File: config.mk
export PLATFORM = sky130hd
export DESIGN_NAME = rpl_match_scheduler
export DESIGN_NICKNAME = d
export VERILOG_FILES = /design/src/rtl/rpl_match_scheduler.sv
export SDC_FILE = /design/constraint.sdc
export NUM_CORES = 1
export LEC_CHECK = 0
export ABC_CLOCK_PERIOD_IN_PS = 4200
export BUFFER_PORTS_ARGS = -buffer_cell sky130_fd_sc_hd__buf_2
export CELL_PAD_IN_SITES_DETAIL_PLACEMENT = 1
export CELL_PAD_IN_SITES_GLOBAL_PLACEMENT = 2
export CORE_MARGIN = 2
export CORE_UTILIZATION = 30
export DETAILED_ROUTE_END_ITERATION = 10
export HOLD_SLACK_MARGIN = 0.05
export PLACE_DENSITY_LB_ADDON = 0.3
export SYNTH_ARGS = -nofsm -noshare
export SYNTH_HDL_FRONTEND = slang
export SYNTH_SLANG_ARGS = --single-unit
export TNS_END_PERCENT = 50
File: constraint.sdc
create_clock -name clk -period 4.2 [get_ports clk]
set_input_delay 0.21 -clock clk [delete_from_list [all_inputs] [get_ports clk]]
set_output_delay 0.21 -clock clk [all_outputs]
set_load 0.05 [all_outputs]
File: src/rtl/rpl_match_scheduler.sv
// rpl_match_scheduler: shares one RPL byte-code VM core between N_REQ requesters.
// Round-robin grant, one match in flight, instruction budget and backtrack depth
// policing, response returned to the granted requester.
//
// state        | meaning
// S_IDLE       | waiting for a request; grant one, latch pc/pos/id
// S_LAUNCH     | core_start pulse; step/depth counters and budget snapshot set up
// S_RUN        | core executing; done / stack / budget checks every cycle
// S_ABORT_WAIT | core_abort held until the core reports done
// S_RESP       | response presented until rsp_ready
module rpl_match_scheduler #(
  parameter int N_REQ    = 4,
  parameter int PC_W     = 16,
  parameter int POS_W    = 16,
  parameter int BUDGET_W = 24,
  parameter int BT_DEPTH = 100,
  localparam int ID_W    = $clog2(N_REQ)
) (
  input  logic                     clk,
  input  logic                     rst_n,
  input  logic [N_REQ-1:0]         req_valid,
  output logic [N_REQ-1:0]         req_ready,
  input  logic [N_REQ*PC_W-1:0]    req_pc,
  input  logic [N_REQ*POS_W-1:0]   req_pos,
  input  logic [BUDGET_W-1:0]      cfg_budget,
  output logic                     core_start,
  output logic [PC_W-1:0]          core_pc,
  output logic [POS_W-1:0]         core_pos,
  output logic                     core_abort,
  input  logic                     core_step,
  input  logic                     core_bt_push,
  input  logic                     core_bt_pop,
  input  logic                     core_done,
  input  logic                     core_end,
  input  logic                     core_matched,
  input  logic [POS_W-1:0]         core_end_pos,
  output logic                     rsp_valid,
  input  logic                     rsp_ready,
  output logic [ID_W-1:0]          rsp_id,
  output logic                     rsp_matched,
  output logic [POS_W-1:0]         rsp_end_pos,
  output logic [1:0]               rsp_status
);

  // Extra bit so a pop at depth 0 alongside core_done wraps to a value != 1.
  localparam int DEPTH_W = $clog2(BT_DEPTH + 1) + 1;

  localparam logic [1:0] ST_OK       = 2'd0;
  localparam logic [1:0] ST_BUDGET   = 2'd1;
  localparam logic [1:0] ST_OVERFLOW = 2'd2;
  localparam logic [1:0] ST_STACK    = 2'd3;

  typedef enum logic [2:0] {
    S_IDLE,
    S_LAUNCH,
    S_RUN,
    S_ABORT_WAIT,
    S_RESP
  } state_t;

  state_t state, state_nxt;

  logic [ID_W-1:0]     last_grant, id_q, grant_idx, cand;
  logic                grant_found;
  logic [PC_W-1:0]     pc_q;
  logic [POS_W-1:0]    pos_q, end_pos_q;
  logic [BUDGET_W-1:0] budget_q, step_cnt;
  logic [BUDGET_W:0]   step_plus;
  logic [DEPTH_W-1:0]  depth, depth_post;
  logic [1:0]          status_q;
  logic                matched_q;
  logic                push_only, pop_only, underflow, overflow, budget_hit;

  assign core_pc     = pc_q;
  assign core_pos    = pos_q;
  assign rsp_id      = id_q;
  assign rsp_matched = matched_q;
  assign rsp_end_pos = end_pos_q;
  assign rsp_status  = status_q;

  // Round-robin search starting just after the last granted requester.
  always_comb begin
    grant_found = 1'b0;
    grant_idx   = '0;
    cand        = '0;
    for (int i = 1; i <= N_REQ; i++) begin
      cand = ID_W'((int'(last_grant) + i) % N_REQ);
      if (!grant_found && req_valid[cand]) begin
        grant_found = 1'b1;
        grant_idx   = cand;
      end
    end
  end

  // Per-cycle depth update and the three abort triggers seen in RUN.
  always_comb begin
    push_only  = core_bt_push & ~core_bt_pop;
    pop_only   = core_bt_pop & ~core_bt_push;
    depth_post = depth;
    if (push_only)
      depth_post = depth + DEPTH_W'(1);
    else if (pop_only)
      depth_post = depth - DEPTH_W'(1);
    underflow  = pop_only && (depth == '0);
    overflow   = push_only && (depth_post == DEPTH_W'(BT_DEPTH));
    step_plus  = {1'b0, step_cnt} + (BUDGET_W+1)'(1);
    budget_hit = core_step && (budget_q != '0) && (step_plus > {1'b0, budget_q});
  end

  // State register.
  always_ff @(posedge clk or negedge rst_n) begin
    if (!rst_n)
      state <= S_IDLE;
    else
      state <= state_nxt;
  end

  // Next state and handshake outputs; req_ready is suppressed while reset is held
  // so no requester sees an accept that the registers never captured.
  always_comb begin
    state_nxt  = state;
    req_ready  = '0;
    core_start = 1'b0;
    rsp_valid  = 1'b0;
    case (state)
      S_IDLE: begin
        if (grant_found && rst_n) begin
          req_ready[grant_idx] = 1'b1;
          state_nxt            = S_LAUNCH;
        end
      end
      S_LAUNCH: begin
        core_start = 1'b1;
        state_nxt  = S_RUN;
      end
      S_RUN: begin
        if (core_done)
          state_nxt = S_RESP;
        else if (underflow || overflow || budget_hit)
          state_nxt = S_ABORT_WAIT;
      end
      S_ABORT_WAIT: begin
        if (core_done)
          state_nxt = S_RESP;
      end
      S_RESP: begin
        rsp_valid = 1'b1;
        if (rsp_ready)
          state_nxt = S_IDLE;
      end
      default: state_nxt = S_IDLE;
    endcase
  end

  // Request latch, counters, result capture and registered abort.
  always_ff @(posedge clk or negedge rst_n) begin
    if (!rst_n) begin
      last_grant <= ID_W'(N_REQ - 1);
      id_q       <= '0;
      pc_q       <= '0;
      pos_q      <= '0;
      budget_q   <= '0;
      step_cnt   <= '0;
      depth      <= '0;
      status_q   <= ST_OK;
      matched_q  <= 1'b0;
      end_pos_q  <= '0;
      core_abort <= 1'b0;
    end else begin
      case (state)
        S_IDLE: begin
          if (grant_found) begin
            id_q  <= grant_idx;
            pc_q  <= req_pc[int'(grant_idx)*PC_W +: PC_W];
            pos_q <= req_pos[int'(grant_idx)*POS_W +: POS_W];
          end
        end
        S_LAUNCH: begin
          step_cnt <= '0;
          depth    <= DEPTH_W'(1);
          budget_q <= cfg_budget;
        end
        S_RUN: begin
          if (core_step && (step_cnt != '1))
            step_cnt <= step_cnt + BUDGET_W'(1);
          depth <= depth_post;
          if (core_done) begin
            matched_q <= core_matched;
            end_pos_q <= core_matched ? core_end_pos : pos_q;
            status_q  <= (core_end && (depth_post != DEPTH_W'(1))) ? ST_STACK : ST_OK;
          end else if (underflow) begin
            status_q   <= ST_STACK;
            core_abort <= 1'b1;
          end else if (overflow) begin
            status_q   <= ST_OVERFLOW;
            core_abort <= 1'b1;
          end else if (budget_hit) begin
            status_q   <= ST_BUDGET;
            core_abort <= 1'b1;
          end
        end
        S_ABORT_WAIT: begin
          if (core_done) begin
            core_abort <= 1'b0;
            matched_q  <= 1'b0;
            end_pos_q  <= pos_q;
          end
        end
        S_RESP: begin
          if (rsp_ready)
            last_grant <= id_q;
        end
        default: ;
      endcase
    end
  end

endmodule

* Yosys cells after proc, flatten, opt, wreduce, memory -nomap -nowiden *
Cells that the tools add are included.

storage, ports and cells
  input port bits = 181
  register bits = 115

operators by class
  muxes and demuxes = 50
  shift-type cells = 2
  eq/ne operators = 15
  bitwise operators = 4
  $add $sub $neg = 8
  order comparisons = 7
  reductions and logical operators = 29

operators with widths
  cell                                                 count
  variable part select 64 x 7 -> 16 bit                2
  2-to-1 mux 16 bit                                    3
  one-hot mux 24 bit (2 select lines)                  1
  one-hot mux 16 bit (2 select lines)                  1
  adder 24 x 1 -> 25 bit (second input constant)       1
  > comparator 25 x 24 -> 1 bit                        1
  adder 24 x 1 -> 24 bit (second input constant)       1
  2-to-1 mux 24 bit                                    1
  inequality test 24 bit (second input constant)       1
  nonzero test 24 bit                                  1
  2-to-1 mux 2 bit                                     9
  2-to-1 mux 1 bit                                     17
  2-to-1 mux 8 bit                                     2
  one-hot mux 8 bit (2 select lines)                   1
  < comparator 2 x 3 -> 1 bit (second input constant)  5
  2-to-1 mux 3 bit                                     5
  one-hot mux 3 bit (5 select lines)                   1
  inequality test 2 bit (second input constant)        6
  logical AND 1 bit                                    11
  adder 8 x 1 -> 8 bit (second input constant)         1
  binary-select mux 1 bit (select 2 bit)               4
  == test 8 x 7 -> 1 bit (second input constant)       1
  logical NOT 8 bit                                    1
  2-to-1 mux 4 bit                                     2
  other kinds (22)                                     36

* Logic depth before layout (Yosys ltp) *
  depth in word-level cells = 19
  mapped depth = 14
  gate-level depth less buffers = 14

* Worst setup path after synthesis *
No wires, ideal clock.

  kind = reg2reg
  start = register step_cnt[0]
  end = register core_abort
  data arrival time = 3.206 ns
  stages on the path, launching flop included = 15
  slack = 0.902 ns
  period minus slack after synthesis = 3.298 ns
  data required time = 4.108 ns
  cells stage by stage = dfrtp_1 -> and3_1 -> nand3_1 -> nor4_1 -> and2_1 -> nand4_1 -> xnor2_1 -> ha_1 -> nand3_1 -> nor4_1 -> and4_1 -> a21boi_0 -> o21ai_2 -> and3_4 -> o31ai_2

on the way
  cells in the longest elaborated chain, start to end = 5

RTL lines
  element                          RTL line  source
  start, declared                  67        logic [BUDGET_W-1:0] budget_q, step_cnt;
  start signal, assigned           185       step_cnt <= step_cnt + BUDGET_W'(1);
  adder 24 x 1 -> 25 bit           106       step_plus = {1'b0, step_cnt} + (BUDGET_W+1)'(1);
  > comparator 25 x 24 -> 1 bit    107       budget_hit = core_step && (budget_q != '0) && (step_plus > {1'b0, budget_q});
  logical AND 1 bit                107
  inequality test 4 bit (no line)  -
  AND reduction 4 bit (no line)    -
  end signal, assigned             168       core_abort <= 1'b0;
  end signal, assigned             193       core_abort <= 1'b1;
  end signal, assigned             196       core_abort <= 1'b1;
  end, declared                    29        output logic core_abort,

Every way passes these cells.
A chain may end at the register's enable or synchronous reset.

* Worst setup path after layout *
  start = register step_cnt[0]
  end = register state[0]

on the way
  cells in the longest elaborated chain, start to end = 6

RTL lines
  element                          RTL line  source
  adder 24 x 1 -> 25 bit           106
  > comparator 25 x 24 -> 1 bit    107
  logical AND 1 bit                107
  logical OR 1 bit                 139       else if (underflow || overflow || budget_hit)
  inequality test 3 bit (no line)  -
  AND reduction 4 bit (no line)    -
  end signal, assigned             115       state <= state_nxt;
  end, declared                    61        state_t state, state_nxt;

Every way passes these cells.

==> out/results.ini <==
[run_status]
status = completed

[finish]
highest_count_cells_in_the_layout_ignoring_fill_and_taps = sky130_fd_sc_hd__buf_2, sky130_fd_sc_hd__nand2_1, sky130_fd_sc_hd__o21ai_0, sky130_fd_sc_hd__dfrtp_1, sky130_fd_sc_hd__mux2i_1
area_growth_syn_to_layout_pct = 34.1
fillers = 2838
drive_gt1_frac = 0.317
final_core_utilization = 0.409
num_antenna_cells = 0
final_nets = 1256
layout_commonest_cell = sky130_fd_sc_hd__buf_2

[placed_design]
final_hpwl_from_detailed_placement_um = 18000
place_ws_ns = 0.467
count_of_input_and_output_buffers = 240
gp_congestion = 0.760

[worst_hold_path]
holdCritPathClass = in2reg
hold_path_startpoint = core_end_pos[11]
min_path_cells = 3

[detailed_routing]
route.detailed.wl_per_inst_um = 17.3
highest_layer = met5
dr.pass1.iters = 4
vias_per_cell = 4.84
detail_route.wirelength_um = 23800
drt_first_iter_violations = 302
detail_route.wirelength.met1_um = 10700
ant_nets = 0
wl_met2_um = 11600
detail_route.drc_violations = 0
met3_length_um = 1270
vias = 6674

[synthesis]
async_set_or_reset_flop_fraction_in_the_synthesized_netlist = 1.00
netlist_top_cells_area = sky130_fd_sc_hd__dfrtp_1, sky130_fd_sc_hd__o21ai_0, sky130_fd_sc_hd__nand2_1
yosys.area.top_type_share = 0.395
mappedNetlistArea_um2 = 7150
ys_warn_count = 0
seq_area_frac_synth = 0.403
synth-edff-count = 0
synth.ff_latch_count = 115
post_synth.cell_area_avg_um2 = 8.95
netlist_instances = 799
synth_nets = 1008
synth_top_flop_cell = sky130_fd_sc_hd__dfrtp_1
post_synth_num_cell_types = 57
synthDominantAreaCellType = sky130_fd_sc_hd__dfrtp_1

[power_and_ir_drop]
vdd_ir_drop_max_v = 0.000250
leakagePower_nw = 4.93
power.density_nw_per_um2 = 729

[flow_run]
cap_viol_max_count = 0

[clocking]
clkSlewWorstSetupHoldPaths_ns = 0.06
cts.path.max_buffers = 2
cts.sinks = 115
ctsResizeCount = 0
tritoncts_buffer_count = 17
cts_root_buffer = sky130_fd_sc_hd__clkbuf_16
postCtsSetupBuffers = 0
maximum_level_of_the_cts_h_tree = 4
clk-insertion-delay-late_ns = 0.42
tritoncts = yes

[global_route]
grt_first_pass_wirelength_um = 37800
gr-usage-all-layers = 0.195
grt_max_degree = 70
globalRoute.totalOverflow = 0
number_of_global_route_vias_before_repair = 6972
grt_antenna_before_repair = 1

[sta]
post-route-min-period_ns = 3.77
final_sum_of_negative_setup_slack_ns = 0
worstMarginPinSlew_ns = 1.02
finalHoldViolCount = 0
relSlewSlack = 0.315
timing.final.max_slew_violations = 0
unrepaired_setup_endpoints_after_global_routing = no
setup_skew_after_layout_ns = 0.00806
timing.fmax_mhz = 265
post-route-worst-setup-slack_ns = 0.433
period_share = 0.897
setup_viol = 0

[worst_setup_path]
timing.rr.start = step_cnt[0]
timing.critical_path.slowest_stage_cell = sky130_fd_sc_hd__dfrtp_1
worst-endpoint-arrival_ns = 4.10
path_buf_inv = 1
crit_path_start_kind = flip-flop
path_delay_family = simple AND/OR/NAND/NOR gates
worst_path_largest_cell_delay_ns = 0.44
timing.reg2reg.setup_slack_ns = 0.43
cp_data_required_time_ns = 4.53
critical_path_peak_fanout = 6
path_cells = and3_1 > nand3_1 > nor4_1 > buf_4 > and2_1 > nand4_1 > xnor2_1 > ha_1 > nand3_1 > nor4_1 > and4_1 > a21boi_0 > o21ai_2 > and3_4 > a211oi_2
critical_path_class = reg2reg
worstSetupStartpoint = step_cnt[0]
r2r.worst_path.cells = 15
timing.critical_path.depth = 15
end_kind = flip-flop

[floorplan]
dieArea_um2 = 25100
num_io_pins = 241
die_h_um = 158
core_area_um2 = 23500
die_w_um = 158
start_util = 0.305
std_cell_rows = 56

-- synthesized netlist by cell type, types with 2 or more instances --
| cell | count |
|---|---|
| sky130_fd_sc_hd__nor2_1 | 30 |
| sky130_fd_sc_hd__clkbuf_1 | 37 |
| sky130_fd_sc_hd__or3_1 | 3 |
| sky130_fd_sc_hd__nand4_1 | 8 |
| sky130_fd_sc_hd__xnor2_1 | 17 |
| sky130_fd_sc_hd__and3_2 | 3 |
| sky130_fd_sc_hd__a41oi_1 | 2 |
| sky130_fd_sc_hd__a31oi_1 | 2 |
| sky130_fd_sc_hd__nand4_2 | 3 |
| sky130_fd_sc_hd__a22oi_1 | 2 |
| sky130_fd_sc_hd__buf_2 | 6 |
| sky130_fd_sc_hd__a21o_1 | 2 |
| sky130_fd_sc_hd__a21oi_1 | 14 |
| sky130_fd_sc_hd__a22o_1 | 2 |
| sky130_fd_sc_hd__o31ai_1 | 7 |
| sky130_fd_sc_hd__dfrtp_1 | 113 |
| sky130_fd_sc_hd__nor2b_1 | 12 |
| sky130_fd_sc_hd__mux2i_1 | 49 |
| sky130_fd_sc_hd__buf_1 | 3 |
| sky130_fd_sc_hd__nand2_1 | 137 |
| sky130_fd_sc_hd__inv_1 | 34 |
| sky130_fd_sc_hd__a2111oi_0 | 2 |
| sky130_fd_sc_hd__dfstp_2 | 2 |
| sky130_fd_sc_hd__xor2_1 | 14 |
| sky130_fd_sc_hd__mux2_2 | 34 |
| sky130_fd_sc_hd__and4_1 | 3 |
| sky130_fd_sc_hd__nor3_1 | 6 |
| sky130_fd_sc_hd__a31o_2 | 2 |
| sky130_fd_sc_hd__ha_1 | 28 |
| sky130_fd_sc_hd__a41o_1 | 17 |
| sky130_fd_sc_hd__a211oi_2 | 2 |
| sky130_fd_sc_hd__a211oi_1 | 2 |
| sky130_fd_sc_hd__o211ai_1 | 2 |
| sky130_fd_sc_hd__nor4_1 | 10 |
| sky130_fd_sc_hd__and3_1 | 25 |
| sky130_fd_sc_hd__o21ai_0 | 127 |
| sky130_fd_sc_hd__nand2b_1 | 3 |
| sky130_fd_sc_hd__nand3_1 | 12 |
| sky130_fd_sc_hd__and2_1 | 4 |
-- worst min-delay path, cell delays in order --
cell and delay, ns:
sky130_fd_sc_hd__buf_2 0.07, sky130_fd_sc_hd__mux2i_1 0.05, sky130_fd_sc_hd__o21ai_0 0.13
-- path summary, 6_finish.rpt --
kind,to
min in group asynchronous,budget_q[2]
hold reg to reg,core_pc[9]
max in group asynchronous,budget_q[6]
setup / recovery,state[0]
hold / removal,rsp_end_pos[11]
setup reg to reg,state[0]
-- through the flow --
step | area [um^2] | cells | power, mW | hold WS [ns]
6_report | 9590 | 1379 | 6.99 | 0.0828
5_1_grt | 9590 | 1379 | 7.52 | 0.0822
4_1_cts | 9590 | 1379 | 7.11 | 0.0649
3_5_place_dp | 8670 | 1321 | 5.42 | 0.279
3_3_place_gp | 8670 | 1321 | 5.37 | 0.270
2_1_floorplan | 7150 | 799 | 4.37 | -0.0856
-- what timing repair did --
action,CTS,global route
endpoints found under the setup margin,0,0
hold buffers,26,0
endpoints found under the hold margin,67,0
-- flip-flops by register name, indices dropped and copies added (netlist names) --
register	count
budget_q	24
depth	8
core_pc	16
rsp_id	2
core_pos	16
step_cnt	24
rsp_status	2
core_abort	1
rsp_end_pos	16
rsp_matched	1
last_grant	2
state	3
-- area by class of cell --
| class | count | area (um^2) | share of cell area |
|---|---|---|---|
| Sequential cell | 115 | 2880 | 0.300 |
| Multi-Input combinational cell | 602 | 3970 | 0.413 |
| Timing Repair Buffer | 277 | 1560 | 0.163 |
| Inverter | 34 | 128 | 0.0133 |
| Tap cell | 319 | 399 | 0.0416 |
| Clock inverter | 13 | 206 | 0.0215 |
| Clock buffer | 19 | 453 | 0.0472 |
-- kinds of logic (layout without fill, tap and decap cells) --
kind of cell / Yosys count / in the layout / synth area share
and+or+nand+nor: 268 / 268 / 0.181
AOI/OAI and AO/OA: 192 / 192 / 0.162
DFF: 115 / 115 / 0.403
muxes: 83 / 83 / 0.122
buffers and inverters: 82 / 343 / 0.0448
xor gates and xnor gates: 31 / 31 / 0.0380
adders and majority gates: 28 / 28 / 0.0490
-- metal layers --
metal / track usage / up-vias
met5: 0 / -
met4: 0.0485 / 2
met3: 0.0514 / 21
met2: 0.332 / 166
met1: 0.248 / 3146
li1: - / 3339
-- power breakdown --
part / internal (mW) / switching (mW)
Sequential: 1.56 / 0.338
Clock: 1.08 / 0.552
Combinational: 1.04 / 2.41
Total: 3.69 / 3.30
(Power assumes the default switching activity.)
